**config.mk**
```make
export PLATFORM = sky130hd
export DESIGN_NAME = fetch_redirect_ctrl_flat
export DESIGN_NICKNAME = d
export VERILOG_FILES = /design/src/rtl/fetch_redirect_ctrl_if.sv /design/src/rtl/fetch_redirect_ctrl.sv /design/src/flat_wrapper.sv
export SDC_FILE = /design/constraint.sdc
export NUM_CORES = 1
export LEC_CHECK = 0
export ABC_AREA = 1
export CORE_UTILIZATION = 46
export DETAILED_ROUTE_END_ITERATION = 7
export PLACE_DENSITY_LB_ADDON = 0.1
export RECOVER_POWER = 25
export SETUP_SLACK_MARGIN = 0.15
export SKIP_CTS_REPAIR_TIMING = 1
export SLEW_MARGIN = 10
export SYNTH_ARGS = -nofsm -noshare
export SYNTH_HDL_FRONTEND = slang
export SYNTH_SLANG_ARGS = --single-unit
export TNS_END_PERCENT = 10
```
**constraint.sdc**
```tcl
create_clock -name clk -period 4.7 [get_ports clk]
set_input_delay 0.94 -clock clk [delete_from_list [all_inputs] [get_ports clk]]
set_output_delay 0.94 -clock clk [all_outputs]
set_load 0.01 [all_outputs]
```
**src/rtl/fetch_redirect_ctrl_if.sv**
```systemverilog
// -----------------------------------------------------------------------------
// fetch_redirect_ctrl_if
//   Bundles the handshake and bus signals of the fetch redirect controller.
//   slave  : the controller's view (branch/interrupt inputs, redirect outputs)
//   master : the surrounding pipeline's view (drives requests, observes redirect)
//
//   ex_branch_req / ex_target : taken-branch resolution from Execute
//   intr                      : external interrupt level
//   fetch_next_pc             : PC Fetch would load next
//   int_save_ack              : stack path accepted int_ret_pc
//   branch / branch_addr      : one-cycle redirect strobe and address to Fetch
//   flush_fd / flush_de       : squash Fetch/Decode and Decode/Execute registers
//   int_save_req / int_ret_pc : return-PC save handshake
//   busy                      : controller not idle
// -----------------------------------------------------------------------------
interface fetch_redirect_ctrl_if;
    logic        ex_branch_req;
    logic [15:0] ex_target;
    logic        intr;
    logic [15:0] fetch_next_pc;
    logic        int_save_ack;
    logic        branch;
    logic [15:0] branch_addr;
    logic        flush_fd;
    logic        flush_de;
    logic        int_save_req;
    logic [15:0] int_ret_pc;
    logic        busy;

    modport slave (
        input  ex_branch_req, ex_target, intr, fetch_next_pc, int_save_ack,
        output branch, branch_addr, flush_fd, flush_de, int_save_req,
               int_ret_pc, busy
    );

    modport master (
        output ex_branch_req, ex_target, intr, fetch_next_pc, int_save_ack,
        input  branch, branch_addr, flush_fd, flush_de, int_save_req,
               int_ret_pc, busy
    );
endinterface

```
**src/rtl/fetch_redirect_ctrl.sv**
```systemverilog
// -----------------------------------------------------------------------------
// fetch_redirect_ctrl
//   Turns Execute branch resolutions and external interrupts into the
//   one-cycle redirect pulse consumed by Fetch, squashing wrong-path
//   instructions with pipeline flushes. Interrupts first hand the return PC
//   to the stack path (save handshake) and then vector to INT_VECTOR.
//
//   Parameters:
//     INT_VECTOR   : interrupt handler address
//     FLUSH_CYCLES : cycles flush_fd stays high per redirect (1..7)
//   Ports:
//     clk   : clock, posedge active
//     reset : asynchronous, active-high
//     fr    : slave side of fetch_redirect_ctrl_if (see interface header)
//   All outputs are registered.
// -----------------------------------------------------------------------------
module fetch_redirect_ctrl #(
    parameter logic [15:0] INT_VECTOR   = 16'd2,
    parameter int          FLUSH_CYCLES = 2
) (
    input  logic                   clk,
    input  logic                   reset,
    fetch_redirect_ctrl_if.slave   fr
);

    typedef enum logic [1:0] {IDLE, REDIRECT, FLUSH, INT_SAVE} state_t;

    // FLUSH state covers the flush cycles that follow the REDIRECT cycle.
    localparam logic [2:0] FLUSH_LOAD = 3'(FLUSH_CYCLES - 1);

    state_t      state_q, state_d;
    logic [2:0]  cnt_q, cnt_d;
    logic        intr_q;
    logic        intr_pend_q, intr_pend_d;
    logic        branch_q, branch_d;
    logic        flush_fd_q, flush_fd_d;
    logic        flush_de_q, flush_de_d;
    logic        save_req_q, save_req_d;
    logic        busy_q, busy_d;
    logic [15:0] addr_q, addr_d;
    logic [15:0] ret_pc_q, ret_pc_d;
    logic        intr_rise;

    assign intr_rise = fr.intr & ~intr_q;

    always_comb begin
        state_d     = state_q;
        cnt_d       = cnt_q;
        branch_d    = 1'b0;
        flush_fd_d  = 1'b0;
        flush_de_d  = 1'b0;
        save_req_d  = 1'b0;
        addr_d      = addr_q;
        ret_pc_d    = ret_pc_q;
        // An edge is captured in every state so one arriving mid-flush is kept.
        intr_pend_d = intr_pend_q | intr_rise;

        case (state_q)
            IDLE: begin
                // Branch wins over a pending interrupt in the same cycle.
                if (fr.ex_branch_req) begin
                    addr_d     = fr.ex_target;
                    state_d    = REDIRECT;
                    branch_d   = 1'b1;
                    flush_fd_d = 1'b1;
                    flush_de_d = 1'b1;
                end else if (intr_pend_q) begin
                    ret_pc_d    = fr.fetch_next_pc;
                    state_d     = INT_SAVE;
                    save_req_d  = 1'b1;
                    flush_fd_d  = 1'b1;
                    flush_de_d  = 1'b1;
                    intr_pend_d = intr_rise;
                end
            end
            REDIRECT: begin
                cnt_d = FLUSH_LOAD;
                if (FLUSH_CYCLES == 1) begin
                    state_d = IDLE;
                end else begin
                    state_d    = FLUSH;
                    flush_fd_d = 1'b1;
                end
            end
            FLUSH: begin
                // Branch requests here come from squashed instructions.
                cnt_d = cnt_q - 3'd1;
                if (cnt_d == 3'd0) begin
                    state_d = IDLE;
                end else begin
                    flush_fd_d = 1'b1;
                end
            end
            INT_SAVE: begin
                // No timeout: the ack is awaited indefinitely.
                if (fr.int_save_ack) begin
                    addr_d     = INT_VECTOR;
                    state_d    = REDIRECT;
                    branch_d   = 1'b1;
                    flush_fd_d = 1'b1;
                    flush_de_d = 1'b1;
                end else begin
                    save_req_d = 1'b1;
                end
            end
            default: state_d = IDLE;
        endcase

        busy_d = (state_d != IDLE);
    end

    always_ff @(posedge clk or posedge reset) begin
        if (reset) begin
            state_q     <= IDLE;
            cnt_q       <= 3'd0;
            intr_q      <= 1'b0;
            intr_pend_q <= 1'b0;
            branch_q    <= 1'b0;
            flush_fd_q  <= 1'b0;
            flush_de_q  <= 1'b0;
            save_req_q  <= 1'b0;
            busy_q      <= 1'b0;
            addr_q      <= 16'd0;
            ret_pc_q    <= 16'd0;
        end else begin
            state_q     <= state_d;
            cnt_q       <= cnt_d;
            intr_q      <= fr.intr;
            intr_pend_q <= intr_pend_d;
            branch_q    <= branch_d;
            flush_fd_q  <= flush_fd_d;
            flush_de_q  <= flush_de_d;
            save_req_q  <= save_req_d;
            busy_q      <= busy_d;
            addr_q      <= addr_d;
            ret_pc_q    <= ret_pc_d;
        end
    end

    assign fr.branch       = branch_q;
    assign fr.branch_addr  = addr_q;
    assign fr.flush_fd     = flush_fd_q;
    assign fr.flush_de     = flush_de_q;
    assign fr.int_save_req = save_req_q;
    assign fr.int_ret_pc   = ret_pc_q;
    assign fr.busy         = busy_q;

endmodule

```
**src/flat_wrapper.sv**
```systemverilog
// flat-port wrapper written by rule: the top's interface ports become plain ports
module fetch_redirect_ctrl_flat 
#(
    parameter logic [15:0] INT_VECTOR   = 16'd2,
    parameter int          FLUSH_CYCLES = 2
)
  (clk, reset, fr_ex_branch_req, fr_ex_target, fr_intr, fr_fetch_next_pc, fr_int_save_ack, fr_branch, fr_branch_addr, fr_flush_fd, fr_flush_de, fr_int_save_req, fr_int_ret_pc, fr_busy);
  fetch_redirect_ctrl_if fr_i ();
  input  logic clk;
  input  logic reset;
  input wire logic [$bits(fr_i.ex_branch_req)-1:0] fr_ex_branch_req;
  input wire logic [$bits(fr_i.ex_target)-1:0] fr_ex_target;
  input wire logic [$bits(fr_i.intr)-1:0] fr_intr;
  input wire logic [$bits(fr_i.fetch_next_pc)-1:0] fr_fetch_next_pc;
  input wire logic [$bits(fr_i.int_save_ack)-1:0] fr_int_save_ack;
  output wire logic [$bits(fr_i.branch)-1:0] fr_branch;
  output wire logic [$bits(fr_i.branch_addr)-1:0] fr_branch_addr;
  output wire logic [$bits(fr_i.flush_fd)-1:0] fr_flush_fd;
  output wire logic [$bits(fr_i.flush_de)-1:0] fr_flush_de;
  output wire logic [$bits(fr_i.int_save_req)-1:0] fr_int_save_req;
  output wire logic [$bits(fr_i.int_ret_pc)-1:0] fr_int_ret_pc;
  output wire logic [$bits(fr_i.busy)-1:0] fr_busy;
  assign fr_i.ex_branch_req = fr_ex_branch_req;
  assign fr_i.ex_target = fr_ex_target;
  assign fr_i.intr = fr_intr;
  assign fr_i.fetch_next_pc = fr_fetch_next_pc;
  assign fr_i.int_save_ack = fr_int_save_ack;
  assign fr_branch = fr_i.branch;
  assign fr_branch_addr = fr_i.branch_addr;
  assign fr_flush_fd = fr_i.flush_fd;
  assign fr_flush_de = fr_i.flush_de;
  assign fr_int_save_req = fr_i.int_save_req;
  assign fr_int_ret_pc = fr_i.int_ret_pc;
  assign fr_busy = fr_i.busy;
  fetch_redirect_ctrl #(.INT_VECTOR(INT_VECTOR), .FLUSH_CYCLES(FLUSH_CYCLES)) u_core (.clk(clk), .reset(reset), .fr(fr_i));
endmodule
```
# Word-level counts from Yosys, hierarchy flattened
# Index checks and enable logic that the tools add are counted.
# Widths: inputs -> output; s select.
[classes] n_addsub=1 eq_ne=5 mux=23 bitwise=4 n_reduce_logical=7
[op_table] operator="$mux 16" n=2
[op_table] operator="$pmux 16 s2" n=1
[op_table] operator="$mux 1" n=10
[op_table] operator="$mux 2" n=4
[op_table] operator="$pmux 2 s4" n=1
[op_table] operator="$pmux 1 s2" n=3
[op_table] operator="$pmux 3 s2" n=1
[op_table] operator="$reduce_and 3->1" n=2
[op_table] operator="$reduce_bool 2->1" n=3
[op_table] operator="$eq 2x2->1 const B" n=2
[op_table] operator="$ne 2x2->1 const B" n=2
[op_table] operator="$pmux 1 s4" n=1
[op_table] operator="$logic_not 3->1" n=1
[op_table] operator="$sub 3x1->3 const B" n=1
[op_table] operator="$eq 2x1->1 const B" n=1
[op_table] operator="$logic_not 2->1" n=1
[op_table] operator="$not 1->1" n=2
[op_table] operator="$and 1x1->1" n=1
[op_table] operator="$or 1x1->1" n=1
[totals] regBits=44 out_inout_bits=37

# Logic depth before layout (Yosys ltp)
[depth] ltp_word=6 depth_mapped=9 ltp_nobuf=9

# Worst setup path after synthesis
# No wires, ideal clock.
[synth_path] path_kind="input to register" start="in fr_ex_branch_req" end="reg u_core.ret_pc_q[0] (netlist: u_core.fr.int_ret_pc[0])" t_arrival_ns=1.604 t_required_ns=4.575 setup_slack_ns=2.970 stages=4 path_buffers=1 path_cell_list="nor2_4 nand2_4 buf_8 mux2_4"
[synth_between] elab_chain_len=2
[synth_rtl] item="start, declared" line_no="flat_wrapper.sv:11" rtl="input wire logic [$bits(fr_i.ex_branch_req)-1:0] fr_ex_branch_req;"
[synth_rtl] item="$not 1->1 (no line)"
[synth_rtl] item="$reduce_and 3->1 (no line)"
[synth_rtl] item="end signal, assigned" line_no="fetch_redirect_ctrl.sv:136" rtl="ret_pc_q <= ret_pc_d;"
[synth_rtl] item="end, declared" line_no="fetch_redirect_ctrl.sv:41" rtl="logic [15:0] ret_pc_q, ret_pc_d;"
# No other way between the ends.
# A chain may end at the register's enable or synchronous reset.

# Final worst setup path
[layout_path] start="in fr_ex_branch_req" end="reg u_core.ret_pc_q[3] (netlist: u_core.fr.int_ret_pc[3])"
# Same word-level chain as after synthesis.

==> impl_metrics.py <==
metrics = {
    "sta": {
        "fin_crit_ns": 2.61,
        "fmax_ghz": 0.384,
        "finalSetupTns_ns": 0,
        "finClkSkew_ns": 0.00750,
        "report.final.slew_viol_count": 45,
        "max_slew_margin_pct": -5.40,
        "setup_viol_count_final": 0,
        "tightest_slew_ns": 1.58,
        "rsz0062_at_grt": "no",
        "fin_crit_sh_pct": 55.4,
        "hold_violations": 0,
    },
    "clock_tree": {
        "cts_tree": "done",
        "htreeDepth": 2,
        "worst_skew_pair.late_latency_ns": 0.29,
        "cts.path.max_buffers": 2,
        "numCtsBuffers": 5,
        "ctsRootBufferMaster": "clkbuf_8",
        "clkTransAtPathRegs_ns": 0.08,
        "clock_sinks": 44,
    },
    "synthesis": {
        "synth_nets": 215,
        "yosys_register_bits": 44,
        "synth_area_leaders": "dfrtp_1 58%, mux2_4 7.1%, inv_1 5.8%",
        "synth.distinct_cells": 22,
        "yosys_warnings": 0,
        "synth_largest_area_cell": "dfrtp_1",
        "synth.cell_area_sq_um": 1890,
        "syn_avg_cell_area_sq_um": 11.0,
        "synth_top_area_share_pct": 58.2,
        "syn_inst": 172,
        "seq_area_frac_synth_pct": 58.2,
    },
    "die": {
        "design.die.area_sq_um": 4370,
        "core_sq_um": 3800,
        "die_w_um": 66.1,
        "row_count": 22,
        "initial_utilization_pct": 49.8,
        "fp.dieH_um": 66.1,
        "io_pins": 74,
    },
    "status": {
        "outcome": "complete, but fails checks",
        "violations": "capacitance limit, slew limit",
    },
    "global_route": {
        "grt_pass1_vias": 1333,
        "grt_max_degree": 45,
        "overflow": 0,
        "grt_usage_pct": 19.4,
        "grt_pass1_wl_um": 6160,
        "antenna_found_initial": 0,
    },
    "placed_design": {
        "portBuffers": 73,
        "gp_congestion": 0.848,
        "placedCellCount": 289,
        "dpl.hpwl_um": 2760,
        "postPlaceCellArea_sq_um": 2650,
    },
    "setup_path": {
        "path_cells": "dlygate4sd3_1, nor2_1, nand2_1, mux2_4",
        "critical_path_class": "in2reg",
        "critPathArrivalTime_ns": 2.79,
        "cp_max_fo": 17,
        "cp.required_ns": 4.88,
        "start_kind": "input port",
        "endpoint_kind": "register",
        "cp_slowest_cell": "dlygate4sd3_1",
        "crit_path_max_incr_delay_ns": 0.58,
    },
    "routing": {
        "ant_nets": 0,
        "via_per_inst": 4.90,
        "wirelength_um": 3870,
        "post_drt_wl_per_cell_um": 13.0,
        "vias": 1454,
        "firstDrtPassIters": 4,
        "drt_iter0_drc": 115,
        "drc": 0,
    },
    "final_layout": {
        "layout_common_cells": "70 x clkdlybuf4s50_1, 44 x dfrtp_1, 29 x inv_1",
        "layout.cells.most_common": "clkdlybuf4s50_1",
        "drive_above_1_share_pct": 10.4,
        "final_area_sq_um": 2730,
        "nFillCells": 280,
        "final_nets": 291,
        "insertedDiodeCount": 0,
        "layout-area-overhead-vs-synth_pct": 44.3,
        "layoutNonFillerInstCount": 297,
    },
    "flow_run": {
        "cap_viol_max_count": 1,
    },
    "power": {
        "power_density_nw_per_um2": 619,
        "peakVddDrop_v": 0.000509,
        "p_leak_nw": 1.25,
    },
    "min_path": {
        "hold_class": "reg2reg",
    },
}
-- worst max-delay path, delay by kind of cell --
kind / cells / cell delay, ns
muxes: 1 / 0.49
and+or+nand+nor: 2 / 0.77
buffers and inverters: 1 / 0.58
-- state kept, by name, indices dropped and copies added, names as in the netlist --
name / count
u_core.cnt_q: 3
u_core.fr.branch: 1
u_core.fr.branch_addr: 16
u_core.fr.busy: 1
u_core.fr.flush_de: 1
u_core.fr.flush_fd: 1
u_core.fr.int_ret_pc: 16
u_core.fr.int_save_req: 1
u_core.intr_pend_q: 1
u_core.intr_q: 1
u_core.state_q: 2
-- synthesized netlist by cell type --
cell type,count
nand3_1,20
nor2_1,5
buf_2,1
ha_1,6
mux2_4,9
buf_8,1
inv_2,2
and2_1,1
clkbuf_1,1
dfrtp_1,44
buf_4,1
nand2_4,1
o21ai_0,21
inv_1,29
nor2_4,1
a21oi_1,2
o22ai_1,2
nor3_1,1
a21boi_0,1
mux2_2,7
nor3_2,1
nand2_1,15
-- power by group --
part           leakage (nW)  switching (mW)  internal (mW)
registers             0.545          0.0792          0.540
logic                 0.663           0.383          0.446
clock network        0.0445           0.123          0.119
total                  1.25           0.585           1.11
-- area by class of cell --
class / count / area [sq um] / share of cell area, %
clock buffer: 7 / 86.3 / 3.16
clock inverter: 1 / 7.51 / 0.275
inverter: 31 / 116 / 4.26
multi-input combinational: 93 / 628 / 23.0
sequential: 44 / 1100 / 40.3
tap: 48 / 60.1 / 2.20
timing repair buffer: 73 / 731 / 26.8
-- worst paths after layout --
check                                           end  slack (ns)              start  depth (start not counted)
setup reg to reg            u_core.fr.int_ret_pc[3]        2.48  u_core.state_q[1]                          6
max in group asynchronous           u_core.cnt_q[0]        2.20              reset                          2
hold reg to reg                  u_core.intr_pend_q        0.44      u_core.intr_q                          1
min in group asynchronous  u_core.fr.int_ret_pc[14]        1.57              reset                          2
setup / recovery            u_core.fr.int_ret_pc[3]        2.09   fr_ex_branch_req                          4
hold / removal                   u_core.intr_pend_q        0.44      u_core.intr_q                          1
-- cells by family (layout without fill, tap and decap cells) --
logic type / Yosys count / count (layout) / share of synthesized area (%)
buffers and inverters: 35 / 112 / 7.80
DFF: 44 / 44 / 58.2
adders and majority gates: 6 / 6 / 3.97
muxes: 16 / 16 / 11.3
and+or+nand+nor: 45 / 45 / 11.6
AOI/OAI and AO/OA: 26 / 26 / 7.14
-- metal layers --
metal | GRT usage (%) | part of all wire [%] | vias up
met5 | 0 | 0 | -
met4 | 9.57 | 1.9 | 0
met3 | 5.00 | 6.1 | 8
met2 | 30.6 | 47 | 41
met1 | 24.5 | 45 | 702
li1 | - | - | 703
-- metrics by stage --
step / setup slack, ns / hold slack, ns / util, % / total power, mW
final: 2.09 / 0.438 / 71.9 / 1.69
after global routing: 1.78 / 0.450 / 71.9 / 1.82
after CTS: 2.44 / 0.437 / 72.3 / 1.72
after detailed placement: 2.11 / 0.425 / 69.8 / 1.47
after global placement: 2.17 / 0.418 / 69.8 / 1.45
after floorplan: 2.73 / 0.410 / - / 1.09
Power figures use the tool's default switching activity.
